<file path="config.mk">
export PLATFORM = sky130hd
export DESIGN_NAME = cnn_window_gen
export DESIGN_NICKNAME = d
export VERILOG_FILES = /design/src/rtl/cnn_window_gen.sv
export SDC_FILE = /design/constraint.sdc
export NUM_CORES = 1
export LEC_CHECK = 0
export BUFFER_PORTS_ARGS = -buffer_cell sky130_fd_sc_hd__buf_2
export CAP_MARGIN = 25
export CORE_ASPECT_RATIO = 0.7
export CORE_MARGIN = 2
export CORE_UTILIZATION = 26
export CTS_CLUSTER_DIAMETER = 100
export CTS_CLUSTER_SIZE = 30
export DETAILED_ROUTE_END_ITERATION = 6
export GPL_ROUTABILITY_DRIVEN = 0
export PLACE_DENSITY = 0.4
export SETUP_SLACK_MARGIN = 0.1
export SLEW_MARGIN = 20
export SYNTH_ARGS = -nofsm -noshare
export SYNTH_HDL_FRONTEND = slang
export SYNTH_SLANG_ARGS = --single-unit
</file>
<file path="constraint.sdc">
create_clock -name clk -period 4.2 [get_ports clk]
set_input_delay 0.63 -clock clk [delete_from_list [all_inputs] [get_ports clk]]
set_output_delay 0.63 -clock clk [all_outputs]
set_load 0.02 [all_outputs]
</file>
<file path="src/rtl/cnn_window_gen.sv">
// Streaming 3x3 neighbourhood generator for the CNN cell array.
// Walks a virtual (IMG_H+1) x (IMG_W+1) step grid over one raster-ordered plane,
// shifting real cells or inserted zeros into a 3x3 register window fed by two
// line buffers. It emits one zero-padded window per cell, W1..W9 row-major.
module cnn_window_gen #(
    parameter int WIDTH = 9,
    parameter int IMG_W = 16,
    parameter int IMG_H = 16
) (
    input  logic                    clk,
    input  logic                    rst,
    input  logic signed [WIDTH-1:0] in_data,
    input  logic                    in_valid,
    output logic                    in_ready,
    output logic signed [WIDTH-1:0] W1,
    output logic signed [WIDTH-1:0] W2,
    output logic signed [WIDTH-1:0] W3,
    output logic signed [WIDTH-1:0] W4,
    output logic signed [WIDTH-1:0] W5,
    output logic signed [WIDTH-1:0] W6,
    output logic signed [WIDTH-1:0] W7,
    output logic signed [WIDTH-1:0] W8,
    output logic signed [WIDTH-1:0] W9,
    output logic                    out_valid,
    input  logic                    out_ready,
    output logic                    out_last
);

    localparam int CW = $clog2(IMG_W + 1);
    localparam int RW = $clog2(IMG_H + 1);
    localparam logic [CW-1:0] COL_END = CW'(IMG_W);
    localparam logic [RW-1:0] ROW_END = RW'(IMG_H);
    localparam logic [CW-1:0] COL_ONE = CW'(1);
    localparam logic [RW-1:0] ROW_ONE = RW'(1);

    typedef enum logic {
        ST_RUN,
        ST_LAST
    } state_t;

    state_t                  state_q;
    logic [RW-1:0]           vr_q, vr_d;
    logic [CW-1:0]           vc_q, vc_d;
    logic                    out_valid_q;
    logic                    out_last_q;
    logic signed [WIDTH-1:0] tap_q [0:8];
    logic signed [WIDTH-1:0] tap_d [0:8];
    logic signed [WIDTH-1:0] win_q [0:2][0:2];
    logic signed [WIDTH-1:0] win_d [0:2][0:2];
    logic signed [WIDTH-1:0] lb1_q [0:IMG_W];
    logic signed [WIDTH-1:0] lb2_q [0:IMG_W];

    logic                    inputStep;
    logic                    slotFree;
    logic                    advance;
    logic                    emit;
    logic                    finalStep;
    logic signed [WIDTH-1:0] newVal;
    logic signed [WIDTH-1:0] lbUp1;
    logic signed [WIDTH-1:0] lbUp2;
    logic                    maskTop, maskBot, maskLeft, maskRight;

    // Step bookkeeping: which kind of step we are on and whether it may advance this cycle
    always_comb begin
        inputStep = (vr_q < ROW_END) && (vc_q < COL_END);
        slotFree  = !out_valid_q || out_ready;
        advance   = (state_q == ST_RUN) && slotFree && (!inputStep || in_valid);
        emit      = (vr_q != '0) && (vc_q != '0);
        finalStep = (vr_q == ROW_END) && (vc_q == COL_END);
        newVal    = inputStep ? in_data : '0;
        lbUp1     = lb1_q[vc_q];
        lbUp2     = lb2_q[vc_q];
        in_ready  = (state_q == ST_RUN) && inputStep && slotFree && !rst;
    end

    // Next grid position; the final step wraps straight back to the frame origin
    always_comb begin
        vr_d = vr_q;
        vc_d = vc_q + COL_ONE;
        if (vc_q == COL_END) begin
            vc_d = '0;
            vr_d = finalStep ? '0 : vr_q + ROW_ONE;
        end
    end

    // Shifted window and its zero-padded tap image; stale buffer rows and wrapped columns are masked here
    always_comb begin
        maskTop   = (vr_q == ROW_ONE);
        maskBot   = (vr_q == ROW_END);
        maskLeft  = (vc_q == COL_ONE);
        maskRight = (vc_q == COL_END);
        for (int r = 0; r < 3; r++) begin
            win_d[r][0] = win_q[r][1];
            win_d[r][1] = win_q[r][2];
        end
        win_d[0][2] = lbUp2;
        win_d[1][2] = lbUp1;
        win_d[2][2] = newVal;
        for (int r = 0; r < 3; r++) begin
            for (int c = 0; c < 3; c++) begin
                tap_d[r*3 + c] = win_d[r][c];
                if ((r == 0 && maskTop) || (r == 2 && maskBot) ||
                    (c == 0 && maskLeft) || (c == 2 && maskRight)) begin
                    tap_d[r*3 + c] = '0;
                end
            end
        end
    end

    // Window registers and line buffers; indexed by column so each buffer returns the same column one row up
    always_ff @(posedge clk) begin
        if (advance) begin
            win_q        <= win_d;
            lb1_q[vc_q]  <= newVal;
            lb2_q[vc_q]  <= lbUp1;
        end
    end

    // Control FSM: steps the grid, loads the registered window, and holds the last window until taken
    always_ff @(posedge clk or posedge rst) begin
        if (rst) begin
            state_q     <= ST_RUN;
            vr_q        <= '0;
            vc_q        <= '0;
            out_valid_q <= 1'b0;
            out_last_q  <= 1'b0;
            for (int i = 0; i < 9; i++) begin
                tap_q[i] <= '0;
            end
        end else begin
            case (state_q)
                ST_RUN: begin
                    if (out_valid_q && out_ready) begin
                        out_valid_q <= 1'b0;
                    end
                    if (advance) begin
                        vr_q <= vr_d;
                        vc_q <= vc_d;
                        if (emit) begin
                            tap_q       <= tap_d;
                            out_valid_q <= 1'b1;
                            out_last_q  <= finalStep;
                        end
                        if (finalStep) begin
                            state_q <= ST_LAST;
                        end
                    end
                end
                ST_LAST: begin
                    if (out_valid_q && out_ready && out_last_q) begin
                        out_valid_q <= 1'b0;
                        out_last_q  <= 1'b0;
                        vr_q        <= '0;
                        vc_q        <= '0;
                        state_q     <= ST_RUN;
                    end
                end
                default: begin
                    state_q <= ST_RUN;
                end
            endcase
        end
    end

    assign out_valid = out_valid_q;
    assign out_last  = out_last_q;
    assign W1 = tap_q[0];
    assign W2 = tap_q[1];
    assign W3 = tap_q[2];
    assign W4 = tap_q[3];
    assign W5 = tap_q[4];
    assign W6 = tap_q[5];
    assign W7 = tap_q[6];
    assign W8 = tap_q[7];
    assign W9 = tap_q[8];

endmodule

</file>
# Word level (Yosys, flattened, before mapping)
# Memories as Yosys holds them, arrays and structs flattened.
# Index checks and enable logic that the tools add are counted.
[totals]
latchBits = 0
out_inout_bits = 84
n_memories = 2
ff_bits = 148
mem_bits_ro = 0
elab_cells = 91
inputBits = 13
mem_bits_rw = 306
[classes]
mul = 0
addsub = 2
muxes = 31
order_cmp = 2
shift = 0
reduce_logical = 25
n_eq_ne = 8
div_mod_pow = 0
n_bitwise = 1
[memory_table]
columns = ["memory", "words", "word_bits", "read_ports", "rd_clocked_by_memory_dff", "write_ports", "line", "source"]
rows = [
  ["lb1_q", 17, 9, 1, 0, 1, "50", "logic signed [WIDTH-1:0] lb1_q [0:IMG_W];"],
  ["lb2_q", 17, 9, 1, 0, 1, "51", "logic signed [WIDTH-1:0] lb2_q [0:IMG_W];"],
]
[ops]
columns = ["op", "count"]
rows = [
  ["$mux W9", 9],
  ["$mux W5", 6],
  ["$pmux W5 S2", 2],
  ["$mux W1", 11],
  ["$add A5 B1 Y5 const B", 2],
  ["$eq A5 B1 Y1 const B", 2],
  ["$eq A5 B5 Y1 const B", 2],
  ["$logic_and A1 B1 Y1", 10],
  ["$lt A5 B5 Y1 const B", 2],
  ["$reduce_bool A5 Y1", 2],
  ["$reduce_and A3 Y1", 3],
  ["$logic_or A1 B1 Y1", 6],
  ["$ne A2 B2 Y1 const B", 3],
  ["$pmux W1 S2", 3],
  ["$logic_not A1 Y1", 3],
  ["$ne A2 B1 Y1 const B", 1],
  ["$reduce_and A2 Y1", 1],
  ["$not A1 Y1", 1],
]

# Longest topological paths before layout
[depth]
word_depth = 7
mapped_depth = 10
mapped_depth_nobuf = 7

# Worst setup path after synthesis
# Ideal clock, no wire load.
[synth_path]
path_kind = "input-to-output"
from = "in rst"
to = "out in_ready"
arrival_time_ps = 3171
path_slack_ps = 399
n_path_buf = 0
path_stages = 2
required_time_ps = 3570
cell_sequence = "inv_1 and4_1"
[synth_via]
elab_chain_len = 2
[synth_lines]
columns = ["element", "line", "source"]
rows = [
  ["start, declared", "11", "input logic rst,"],
  ["$logic_not A1 Y1 (no source line)", "n/a", ""],
  ["$logic_and A1 B1 Y1", "73", "in_ready = (state_q == ST_RUN) && inputStep && slotFree && !rst;"],
  ["end, declared", "14", "output logic in_ready,"],
]
# Every way passes these cells.

# Worst setup path in the final report
[layout_path]
from = "reg vc_q[4]"
to = "out in_ready"
[layout_via]
elab_chain_len = 5
[layout_lines]
columns = ["element", "line", "source"]
rows = [
  ["start, declared", "43", "logic [CW-1:0] vc_q, vc_d;"],
  ["start signal, assigned", "138", "vc_q <= vc_d;"],
  ["$lt A5 B5 Y1", "65", "inputStep = (vr_q < ROW_END) && (vc_q < COL_END);"],
  ["$logic_and A1 B1 Y1", "65", ""],
  ["$logic_and A1 B1 Y1 (3 in a row)", "73", ""],
]
# Every way passes these cells.

==> impl_metrics.yaml <==
sta:
  fin_setup_tns_ps: 0
  finalMaxSlewViolations: 0
  final.setup.worst_slack_ps: 922
  rsz0062_at_grt: "no"
  slew_headroom_pct: 28.0
  clock.fmax_mhz: 305
  finClkSkew_ps: 56.3
  hold_ws_ps: 52.5
  finalSetupViolCount: 0
  worst_pin_slew_ps: 1080
  hold_viol_final: 0
  period_share_pct: 78.1
  finalCriticalPeriod_ps: 3280
synth:
  ys_seq_area_share_pct: 74.0
  ys_seq_elements: 454
  async_reset_ff_share_pct: 20.7
  ys_warn_count: 0
  synth_cell_types: 60
  synth_area_mm2: 0.0178
  syn_avg_cell_area_um2: 16.6
  synth_fp_nets: 1090
  synth_ff_type: "edfxtp_1"
  synth_cells: 1070
  synth_edf_count: 360
clock_network:
  root_buffer: "clkbuf_16"
  postCtsHoldBufs: 0
  cts_sinks: 454
  post_cts_resize_count: 0
  clkLatencyLatePin_ps: 570
  path_clk_slew_ps: 130
  post_cts_buffers: 0
  cts_tree: "yes"
  numCtsBuffers: 19
  htree_levels: 1
  cts_max_path_buffers: 3
global_routing:
  grt_pass1_vias: 10000
  grt_pass1_wl_mm: 75.6
  antenna_found_initial: 12
  grt_usage_pct: 14.9
  grt.overflow.total: 0
  grt_start_max_net_pins: 56
setup_path:
  cp-start-kind: "flip-flop"
  worstSetupEndpointType: "primary output"
  reg2reg_depth: 4
  r2r_start: "vc_q[1]$_DFFE_PP0P_"
  crit_arrival_ps: 2650
  crit_type: "reg -> out"
  critPathRequiredTime_ps: 3570
  reg2reg_slack_ps: 980
  path_max_fanout: 16
  r2r-end: "lb2_q[15][3]$_DFFE_PP_"
  startpoint: "vc_q[4]$_DFFE_PP0P_"
  crit_end: "in_ready"
finish:
  nets: 1202
  drive_above_1_share_pct: 23.7
  design_area_mm2: 0.0201
  n_fill_cell: 6809
  syn2layout_area_growth_pct: 13.1
detailed_routing:
  drtPass1Iterations: 5
  viasPerCell: 4.81
  wirelength_mm: 53.1
  drtIter0Drc: 908
  drc: 0
  antenna_left: 0
  vias: 10100
  wl_per_cell_um: 25.3
floorplanning:
  core_area_mm2: 0.0680
  rows: 80
  start_util_pct: 26.2
  die_x_um: 317
  ioPinCount: 97
  dieHeight_um: 223
  dieArea_mm2: 0.0706
power_and_ir_drop:
  p_total_mw: 14.9
  vdd_ir_drop_max_v: 0.000275
  p_leak_nw: 7.02
  powerDensity_mw_per_mm2: 740
outcome:
  status: "complete, no violations"
placed_design:
  place_hpwl_mm: 34.1
  io_buffer_count: 96
  place_ws_ps: 986
  place_area_mm2: 0.0196
flow_run:
  maxCapViolations: 0
hold_path:
  hp-class: "in -> async"
==> layout by cell type, fill, tap and decap left out, types with 6 or more instances in the layout <==
| cell | count |
|---|---|
| o22ai_1 | 18 |
| clkbuf_16 | 19 |
| edfxtp_1 | 360 |
| a222oi_1 | 18 |
| buf_2 | 96 |
| nand2_1 | 66 |
| mux2i_1 | 54 |
| dfrtp_1 | 92 |
| ha_1 | 7 |
| inv_1 | 7 |
| mux4_2 | 18 |
| and3_1 | 6 |
| buf_4 | 56 |
| o211ai_1 | 18 |
| a2111o_1 | 8 |
| a22o_1 | 11 |
| and2_1 | 23 |
| clkbuf_1 | 12 |
| o21ai_0 | 95 |
| nand3_1 | 27 |
| a211oi_1 | 17 |
| mux2_2 | 72 |
| a211o_1 | 8 |
| nor2_1 | 23 |
==> Yosys cell counts, types with 7 or more instances <==
cell type	n	share of area, %
edfxtp_1	360	61
and2_1	23	0.81
a22o_1	11	0.54
dfrtp_1	94	13
a2111o_1	8	0.51
a211o_1	8	0.39
mux4_2	18	2.3
a222oi_1	18	1.0
a211oi_1	17	0.72
o22ai_1	18	0.63
nand3_1	27	0.76
inv_1	9	0.19
mux2_2	72	4.6
clkbuf_1	22	0.46
nand2_1	66	1.4
o21ai_0	95	2.7
o211ai_1	18	0.76
buf_2	31	0.87
ha_1	7	0.49
nor2_1	23	0.49
mux2i_1	54	3.0
==> stage by stage <==
step,util (%),instances
floorplan,-,1070
global placement,28.8,2063
detailed placement,28.8,2063
CTS,29.6,2095
global route,29.6,2095
finish,29.6,2096
==> logic make-up after synthesis <==
group / Yosys count / synth area share [%]
compound gates: 205 / 7.74
xor+xnor: 1 / 0.0492
fa+ha+maj: 7 / 0.492
buf+inv: 74 / 2.12
flops: 454 / 74.0
mux: 144 / 9.87
simple gates: 185 / 5.73
==> worst min-delay path by stage <==
stage	from	endpoint	slack, ps	cells after the start
finish	rst	W7[1]$_DFFE_PP0P_	50	2
global route	rst	W7[4]$_DFFE_PP0P_	60	2
CTS	rst	W7[2]$_DFFE_PP0P_	40	2
detailed placement	win_d[15]$_DFFE_PP_	win_d[24]$_DFFE_PP_	440	0
global placement	win_d[13]$_DFFE_PP_	win_d[22]$_DFFE_PP_	430	0
floorplan	tap_d[36]$_DFFE_PP_	win_d[45]$_DFFE_PP_	420	0
==> final cells by class <==
type / instances / area, um^2 / share of cell area, %
Clock buffer: 31 / 520 / 2.59
Timing Repair Buffer: 155 / 961 / 4.77
Clock inverter: 1 / 30.0 / 0.149
Sequential cell: 454 / 13200 / 65.4
Inverter: 10 / 40.0 / 0.199
Antenna cell: 1 / 2.50 / 0.0124
Multi-Input combinational cell: 542 / 4280 / 21.3
Tap cell: 902 / 1130 / 5.61
==> critical path, cell delays in order, from the launching register on <==
cell	delay [ps]
dfrtp_1	680
buf_4	340
nor2_1	460
and4_1	380
buf_2	210
==> routing by layer <==
metal / global-route usage [%] / wire, um
met3: 2.68 / 3400
met2: 21.4 / 22000
met5: 0 / 34
met1: 23.5 / 26700
met4: 2.39 / 859
==> power by group <==
| group | switching (mW) | internal [mW] | total, mW |
|---|---|---|---|
| sequential | 0.640 | 6.57 | 7.21 |
| combinational | 3.62 | 1.78 | 5.40 |
| clock | 1.40 | 0.882 | 2.28 |
| total | 5.66 | 9.24 | 14.9 |
Note: power is estimated with default switching activity, not from simulation.
